File: src/rtl/token_dispatcher.sv
//==============================================================================
// Module      : token_dispatcher
// Description : Splits snappy literal/copy tokens into sub-parser commands and
//               owns the running output write address.
// Revision    : 1.0 - initial release
//==============================================================================
`default_nettype none

module token_dispatcher #(
  parameter int PARSER_NUM = 0
) (
  input  logic         clk,
  input  logic         rst,
  input  logic         tok_valid,
  output logic         tok_ready,
  input  logic         tok_is_copy,
  input  logic [15:0]  tok_length,
  input  logic [15:0]  tok_offset,
  input  logic         lit_dvalid,
  output logic         lit_dready,
  input  logic [127:0] lit_din,
  input  logic         stall,
  output logic [127:0] lit_data,
  output logic [3:0]   lit_length,
  output logic [15:0]  lit_address,
  output logic         lit_valid,
  output logic [5:0]   copy_length,
  output logic [15:0]  copy_address,
  output logic [15:0]  copy_offset,
  output logic         copy_valid,
  output logic [15:0]  wr_ptr,
  output logic         error
);

  typedef enum logic [1:0] {
    S_IDLE = 2'd0,
    S_LIT  = 2'd1,
    S_COPY = 2'd2
  } state_t;

  state_t      r_state;
  state_t      w_next;
  logic [16:0] r_rem;
  logic [15:0] r_offset;
  logic [15:0] r_wr_ptr;

  logic        w_tok_acc;
  logic        w_beat_acc;
  logic        w_copy_go;
  logic        w_bad_copy;
  logic [16:0] w_lit_n;
  logic [16:0] w_copy_n;
  logic [16:0] w_issue_n;

  // Instance index is informational only.
  if (PARSER_NUM < 0) begin : g_parser_num_unused
  end

  assign w_bad_copy = tok_is_copy && (tok_offset == 16'd0);
  assign wr_ptr     = r_wr_ptr;

  always_comb begin
    w_next     = r_state;
    tok_ready  = 1'b0;
    lit_dready = 1'b0;
    w_tok_acc  = 1'b0;
    w_beat_acc = 1'b0;
    w_copy_go  = 1'b0;
    w_issue_n  = 17'd0;
    w_lit_n    = (r_rem > 17'd16) ? 17'd16 : r_rem;
    w_copy_n   = (r_rem > 17'd64) ? 17'd64 : r_rem;
    // Capping at the offset keeps a chunk from reading bytes it writes itself.
    if ({1'b0, r_offset} < w_copy_n) begin
      w_copy_n = {1'b0, r_offset};
    end
    case (r_state)
      S_IDLE: begin
        tok_ready = ~stall;
        w_tok_acc = tok_valid & ~stall;
        if (w_tok_acc && !w_bad_copy) begin
          w_next = tok_is_copy ? S_COPY : S_LIT;
        end
      end
      S_LIT: begin
        lit_dready = ~stall;
        w_beat_acc = lit_dvalid & ~stall;
        w_issue_n  = w_lit_n;
        if (w_beat_acc && (r_rem == w_lit_n)) begin
          w_next = S_IDLE;
        end
      end
      S_COPY: begin
        w_copy_go = ~stall;
        w_issue_n = w_copy_n;
        if (w_copy_go && (r_rem == w_copy_n)) begin
          w_next = S_IDLE;
        end
      end
      default: w_next = S_IDLE;
    endcase
  end

  always_ff @(posedge clk) begin
    if (rst) begin
      r_state <= S_IDLE;
    end else begin
      r_state <= w_next;
    end
  end

  always_ff @(posedge clk) begin
    if (rst) begin
      r_rem        <= 17'd0;
      r_offset     <= 16'd0;
      r_wr_ptr     <= 16'd0;
      error        <= 1'b0;
      lit_valid    <= 1'b0;
      lit_data     <= 128'd0;
      lit_length   <= 4'd0;
      lit_address  <= 16'd0;
      copy_valid   <= 1'b0;
      copy_length  <= 6'd0;
      copy_address <= 16'd0;
      copy_offset  <= 16'd0;
    end else begin
      lit_valid  <= 1'b0;
      copy_valid <= 1'b0;
      if (w_tok_acc) begin
        if (w_bad_copy) begin
          error <= 1'b1;
        end else begin
          r_rem    <= {1'b0, tok_length} + 17'd1;
          r_offset <= tok_offset;
        end
      end
      if (w_beat_acc) begin
        lit_valid   <= 1'b1;
        lit_data    <= lit_din;
        lit_length  <= w_lit_n[3:0] - 4'd1;
        lit_address <= r_wr_ptr;
      end
      if (w_copy_go) begin
        copy_valid   <= 1'b1;
        copy_length  <= w_copy_n[5:0] - 6'd1;
        copy_address <= r_wr_ptr;
        copy_offset  <= r_offset;
      end
      if (w_beat_acc || w_copy_go) begin
        r_wr_ptr <= r_wr_ptr + w_issue_n[15:0];
        r_rem    <= r_rem - w_issue_n;
      end
    end
  end

endmodule

`default_nettype wire

File: config.mk
export PLATFORM = sky130hd
export DESIGN_NAME = token_dispatcher
export DESIGN_NICKNAME = d
export VERILOG_FILES = /design/src/rtl/token_dispatcher.sv
export SDC_FILE = /design/constraint.sdc
export NUM_CORES = 1
export LEC_CHECK = 0
export BUFFER_PORTS_ARGS = -buffer_cell sky130_fd_sc_hd__buf_2
export CORE_MARGIN = 10
export CORE_UTILIZATION = 55
export CTS_CLUSTER_SIZE = 24
export DETAILED_ROUTE_END_ITERATION = 7
export GPL_TIMING_DRIVEN = 0
export PLACE_DENSITY = 0.83
export SYNTH_ARGS = -nofsm -noshare
export SYNTH_HDL_FRONTEND = slang
export SYNTH_SLANG_ARGS = --single-unit
File: constraint.sdc
create_clock -name clk -period 9.45 [get_ports clk]
set_input_delay 1.4175 -clock clk [delete_from_list [all_inputs] [get_ports clk]]
set_output_delay 1.4175 -clock clk [all_outputs]
set_load 0.02 [all_outputs]
### After elaboration in Yosys (flattened, before gate mapping)

Cells that the tools add are included.

| storage, ports and cells | value |
|---|---|
| register bits | 240 |
| bits of input ports | 166 |
| output and inout port bits | 207 |
| logic and storage cells | 65 |

| operators by class | value |
|---|---|
| add/sub/neg operators | 5 |
| order comparisons | 3 |
| eq/ne operators | 8 |
| multiplexer cells | 19 |
| bitwise operators | 4 |
| reductions and logical operators | 13 |

Operators by type and width:

| operator | number |
|---|---|
| $mux 17 | 6 |
| $eq 17x17->1 | 2 |
| $pmux 17 s2 | 1 |
| $add 16x1->17 const B | 1 |
| $gt 17x5->1 const B | 1 |
| $gt 17x7->1 const B | 1 |
| $lt 16x17->1 | 1 |
| $sub 17x17->17 | 1 |
| $add 16x16->16 | 1 |
| $logic_not 16->1 | 1 |
| $mux 2 | 4 |
| $mux 1 | 7 |
| $ne 2x2->1 const B | 3 |
| $pmux 2 s3 | 1 |
| $reduce_and 2->1 | 3 |
| $sub 6x1->6 const B | 1 |
| $logic_and 1x1->1 | 4 |
| $sub 4x1->4 const B | 1 |
| $reduce_and 3->1 | 1 |
| $and 1x1->1 | 2 |
| $eq 2x1->1 const B | 1 |
| $eq 2x2->1 const B | 1 |
| $logic_not 2->1 | 1 |
| $ne 2x1->1 const B | 1 |
| 4 further kinds | 5 |

### Logic depth before layout (Yosys ltp)

| logic depth | value |
|---|---|
| depth in word-level cells | 8 |
| depth in mapped cells | 25 |
| mapped depth without buffers | 24 |

### Worst setup path before layout

Ideal clock, no wire load.

| timing path | value |
|---|---|
| path kind | flip-flop to flip-flop |
| from | register r_rem[0] |
| to | register r_wr_ptr[14], in the netlist wr_ptr[14] |
| library setup time | 0.117 ns |
| arrival time | 5.623 ns |
| required time | 9.333 ns |
| path slack | 3.711 ns |
| stages on the path, launching flop included | 25 |
| buffers on the path | 1 |
| clock period less this slack | 5.739 ns |
| cell sequence | dfxtp_1 buf_2 or4_1 o31a_1 nor3_4 nand2_1 ha_1 a211oi_1 o21ai_0 o211ai_2 o221ai_2 nor2_2 mux2i_1 o21ai_0 and2_1 ha_1 fa_1 a211oi_1 o21bai_1 a31oi_1 o21ai_1 o41a_1 a311oi_1 xnor2_1 a22o_1 |

| on the way | value |
|---|---|
| cells in the longest elaborated chain, start to end | 6 |
| elaborated cells between the ends (all ways) | 8 |
| classes of those cells | add/sub (1); order compare (3); mux (4) |

Ends and longest elaborated chain:

| item | RTL line | text |
|---|---|---|
| start: declaration | 43 | `logic [16:0] r_rem;` |
| start signal: assignment | 132 | `r_rem <= {1'b0, tok_length} + 17'd1;` |
| start signal: assignment | 150 | `r_rem <= r_rem - w_issue_n;` |
| $gt 17x7->1 | 71 | `w_copy_n = (r_rem > 17'd64) ? 17'd64 : r_rem;` |
| $mux 17 | 71 |  |
| $lt 16x17->1 | 73 | `if ({1'b0, r_offset} < w_copy_n) begin` |
| $mux 17 | 73 |  |
| $pmux 17 s2 * | 76 | `case (r_state)` |
| $add 16x16->16 * | 149 | `r_wr_ptr <= r_wr_ptr + w_issue_n[15:0];` |
| end signal: assignment | 149 |  |
| end: declaration | 45 | `logic [15:0] r_wr_ptr;` |

Every way passes the cells marked *; elsewhere a longest branch is shown, timed or not.
A chain may end at the register's enable or synchronous reset.

### Worst setup path in the final report

Same ends and word-level chain as after synthesis.

==> flow_summary_export.csv <==
group,metric,value,unit
logic_synthesis,synth_area_leaders,"dfxtp_1 43%, nand2_1 16%, a21oi_1 11%",
placed_design,post-dp-hpwl,33000,um
setup_path,critPathSlowestCell,"or4_1",
setup_path,reg2reg_to,"wr_ptr[14]",
sta,fin_ws,2.614,ns
routing,ant_nets,0,
setup_path,worstPathMaxFanout,9,
setup_path,cp-end-kind,"flop",
cts,clk_path_buf_depth,3,
cts,numCtsBuffers,25,
worst_hold_path,hold_path.class,"reg -> reg",
floorplan,initial_core_util,55.63,%
power_and_ir_drop,p_int,1.917,mW
power_and_ir_drop,total_power,2.849,mW
setup_path,cp.arrival,7.25,ns
routing,vias,12080,
sta,rsz0062_at_grt,"no",
power_and_ir_drop,powerDensity,199.3,nW/um2
logic_synthesis,synth_edf_count,0,
routing,routed_wl,41990,um
routing,via_per_inst,5.572,
setup_path,crit_path_cell_trace,"buf_2 > or4_1 > o31a_1 > nor3_4 > nand2_1 > ha_1 > a211oi_1 > o21ai_0 > o211ai_2 > o221ai_2 > nor2_2 > mux2i_1 > o21ai_0 > and2_1 > ha_1 > fa_1 > a211oi_1 > o21bai_1 > a31oi_1 > o21ai_1 > o41a_1 > a311oi_1 > xnor2_1 > a22o_1",
routing,route.detailed.drc,0,
setup_path,r2r_slack,2.61,ns
cts,cts_root_buf,"clkbuf_16",
global_route,grt_pass1_wl,62560,um
logic_synthesis,yosysTopAreaCell,"dfxtp_1",
placed_design,place_ws,2.829,ns
final_layout,final_nets,2094,
cts,clk_latency,0.54,ns
global_route,grt_max_degree,15,
power_and_ir_drop,seqPwrFrac,39.4,%
floorplan,core-area,20170,um2
power_and_ir_drop,switching_share,32.72,%
setup_path,crit_path_max_incr_delay,0.62,ns
power_and_ir_drop,p_sw,0.9320,mW
sta,slew_headroom,28.18,%
global_route,grt_pass1_vias,11280,
final_layout,final_cell_mix,"471 x nand2_1, 374 x buf_2, 240 x dfxtp_1",
setup_path,rr_startpoint,"r_rem[0]",
routing,wl_per_cell,19.38,um
sta,clock.fmax,0.1463,GHz
setup_path,worstSetupStartpointType,"flop",
power_and_ir_drop,p_comb_share,25.4,%
logic_synthesis,synth.top_cell.area_share,42.82,%
sta,hold_violations,0,
worst_hold_path,holdPathStages,2,
flow_run,maxCapViolations,0,
logic_synthesis,synth.cell_area,11220,um2
floorplan,dieArea,26510,um2
cts,path_clk_slew,0.06,ns
cts,cts_hold_buf,0,
global_route,overflow,0,
routing,first_iter_violations,1278,
sta,fin_crit_sh,72.33,%
floorplan,rows,52,
final_layout,drive_gt1_share,22.66,%
global_route,track_usage,29.37,%
setup_path,critPathKind,"reg -> reg",
floorplan,die_h,162.8,um
worst_hold_path,min_delay_worst_endpoint,"lit_address[7]",
sta,final.setup.tns,0,ns
final_layout,final_common_cell,"nand2_1",
power_and_ir_drop,ir_drop,140.1,uV
logic_synthesis,ys_async_sr_fraction,0,%
power_and_ir_drop,leakage,6.252,nW
logic_synthesis,synth_cell_types,66,
logic_synthesis,ys_warn_count,0,
worst_hold_path,hp-start,"lit_address[7]",
cts,postCtsSetupRepairBufs,0,
sta,fin_skew,0.02579,ns
placed_design,port_buffers,371,
cts,cts_sinks,240,
final_layout,synthToLayoutAreaGrowth,27.42,%
setup_path,worstPathRequired,9.87,ns
outcome,status,"completed",
global_route,antenna_found_initial,4,
cts,ctsHtreeMaxLevel,1,
cts,cts_tree,"done",
sta,worstMarginPinSlew,1.073,ns
floorplan,ioPinCount,373,
setup_path,reg2reg_depth,24,
logic_synthesis,synthFlopType,"dfxtp_1",
cts,post_cts_resized,0,
sta,slew_violations,0,
logic_synthesis,syn_area_per_cell,7.643,um2
logic_synthesis,ys_ff_latch,240,
logic_synthesis,syn_inst,1468,
final_layout,num-fill-cells,1717,
routing,drt_pass1_iterations,8,
power_and_ir_drop,clkPwrFrac,35.2,%
placed_design,gp_congestion,0.9794,
sta,fin_crit,6.836,ns
floorplan,chipWidth,162.8,um
logic_synthesis,ys_seq_area_share,42.82,%
sta,setup_viol,0,
## state kept, by name, indices dropped and copies added (netlist names)
| signal | flops |
|---|---|
| r_rem | 17 |
| copy_valid | 1 |
| copy_length | 6 |
| r_state | 2 |
| copy_offset | 16 |
| copy_address | 16 |
| lit_data | 128 |
| lit_address | 16 |
| wr_ptr | 16 |
| error | 1 |
| lit_length | 4 |
| lit_valid | 1 |
| r_offset | 16 |
## Yosys cell counts (20+ instances only)
cell type    n
nand3_1     24
clkbuf_1    77
a21oi_1    238
ha_1        52
a211oi_1    20
nor2_1      55
dfxtp_1    240
inv_1       39
xor2_1      23
nand2_1    471
xnor2_1     26
## logic make-up after synthesis
kind of cell / Yosys count / synth area share [%]
buf+inv: 128 / 4.316
mux: 8 / 0.7249
simple gates: 633 / 23.62
compound gates: 355 / 18.50
fa+ha+maj: 54 / 6.156
xor+xnor: 49 / 3.825
other cells: 1 / 0.03342
flops: 240 / 42.82
## power by group through the flow
| stage | clock network [mW] | logic (mW) | registers [mW] |
|---|---|---|---|
| after floorplan | 0 | 0.465 | 1.16 |
| after global placement | 0 | 0.696 | 1.14 |
| after detailed placement | 0 | 0.705 | 1.14 |
| after CTS | 1.01 | 0.713 | 1.12 |
| after global routing | 1.05 | 0.789 | 1.13 |
| final | 1.00 | 0.724 | 1.12 |
## stage by stage
step | hold slack, ns | instances | util, % | instance area, um2
2_1_floorplan | 0.4711 | 1476 | - | 11250
3_3_place_gp | 0.4386 | 2117 | 66.66 | 13440
3_5_place_dp | 0.4430 | 2117 | 66.66 | 13440
4_1_cts | 0.4514 | 2163 | 70.83 | 14290
5_1_grt | 0.4665 | 2167 | 70.88 | 14300
6_report | 0.4501 | 2167 | 70.88 | 14300
## cell type report
type	instances	area (um2)	area share, %
clock buffers	34	709.4	4.962
well taps	270	337.8	2.363
diodes	4	10.01	0.07002
plain buffers	89	337.8	2.363
multi-input cells	1108	5961	41.69
inverters	39	146.4	1.024
clock inverters	12	132.6	0.9277
repair buffers	371	1857	12.99
flip-flops and latches	240	4805	33.61
## worst max-delay path, delay by kind of cell (launching register included)
kind | cells | cell delay [ns]
and+or+nand+nor | 5 | 1.59
AOI/OAI and AO/OA | 13 | 3.11
adders and majority gates | 3 | 1.01
buffers and inverters | 1 | 0.18
DFF | 1 | 0.30
muxes | 1 | 0.40
xor gates and xnor gates | 1 | 0.10
## per-layer routing
metal  global-route usage [%]  part of all wire, %  vias to the layer above
met3                    6.016                  8.6                      110
li1                         -                    -                     5768
met2                    49.98                   49                      562
met5                        0                    0                        -
met1                    35.52                   39                     5635
met4                    11.76                  3.8                        0
## worst max-delay path by stage
stage                         from  slack [ns]  cells past startpoint    endpoint
after floorplan           r_rem[0]        3.71                     24  wr_ptr[14]
after global placement    r_rem[0]        2.90                     24  wr_ptr[14]
after detailed placement  r_rem[0]        2.83                     24  wr_ptr[14]
after CTS                 r_rem[0]        2.76                     24  wr_ptr[14]
after global routing      r_rem[0]        2.28                     24  wr_ptr[14]
final                     r_rem[0]        2.61                     24  wr_ptr[14]
Power figures use the tool's default switching activity.
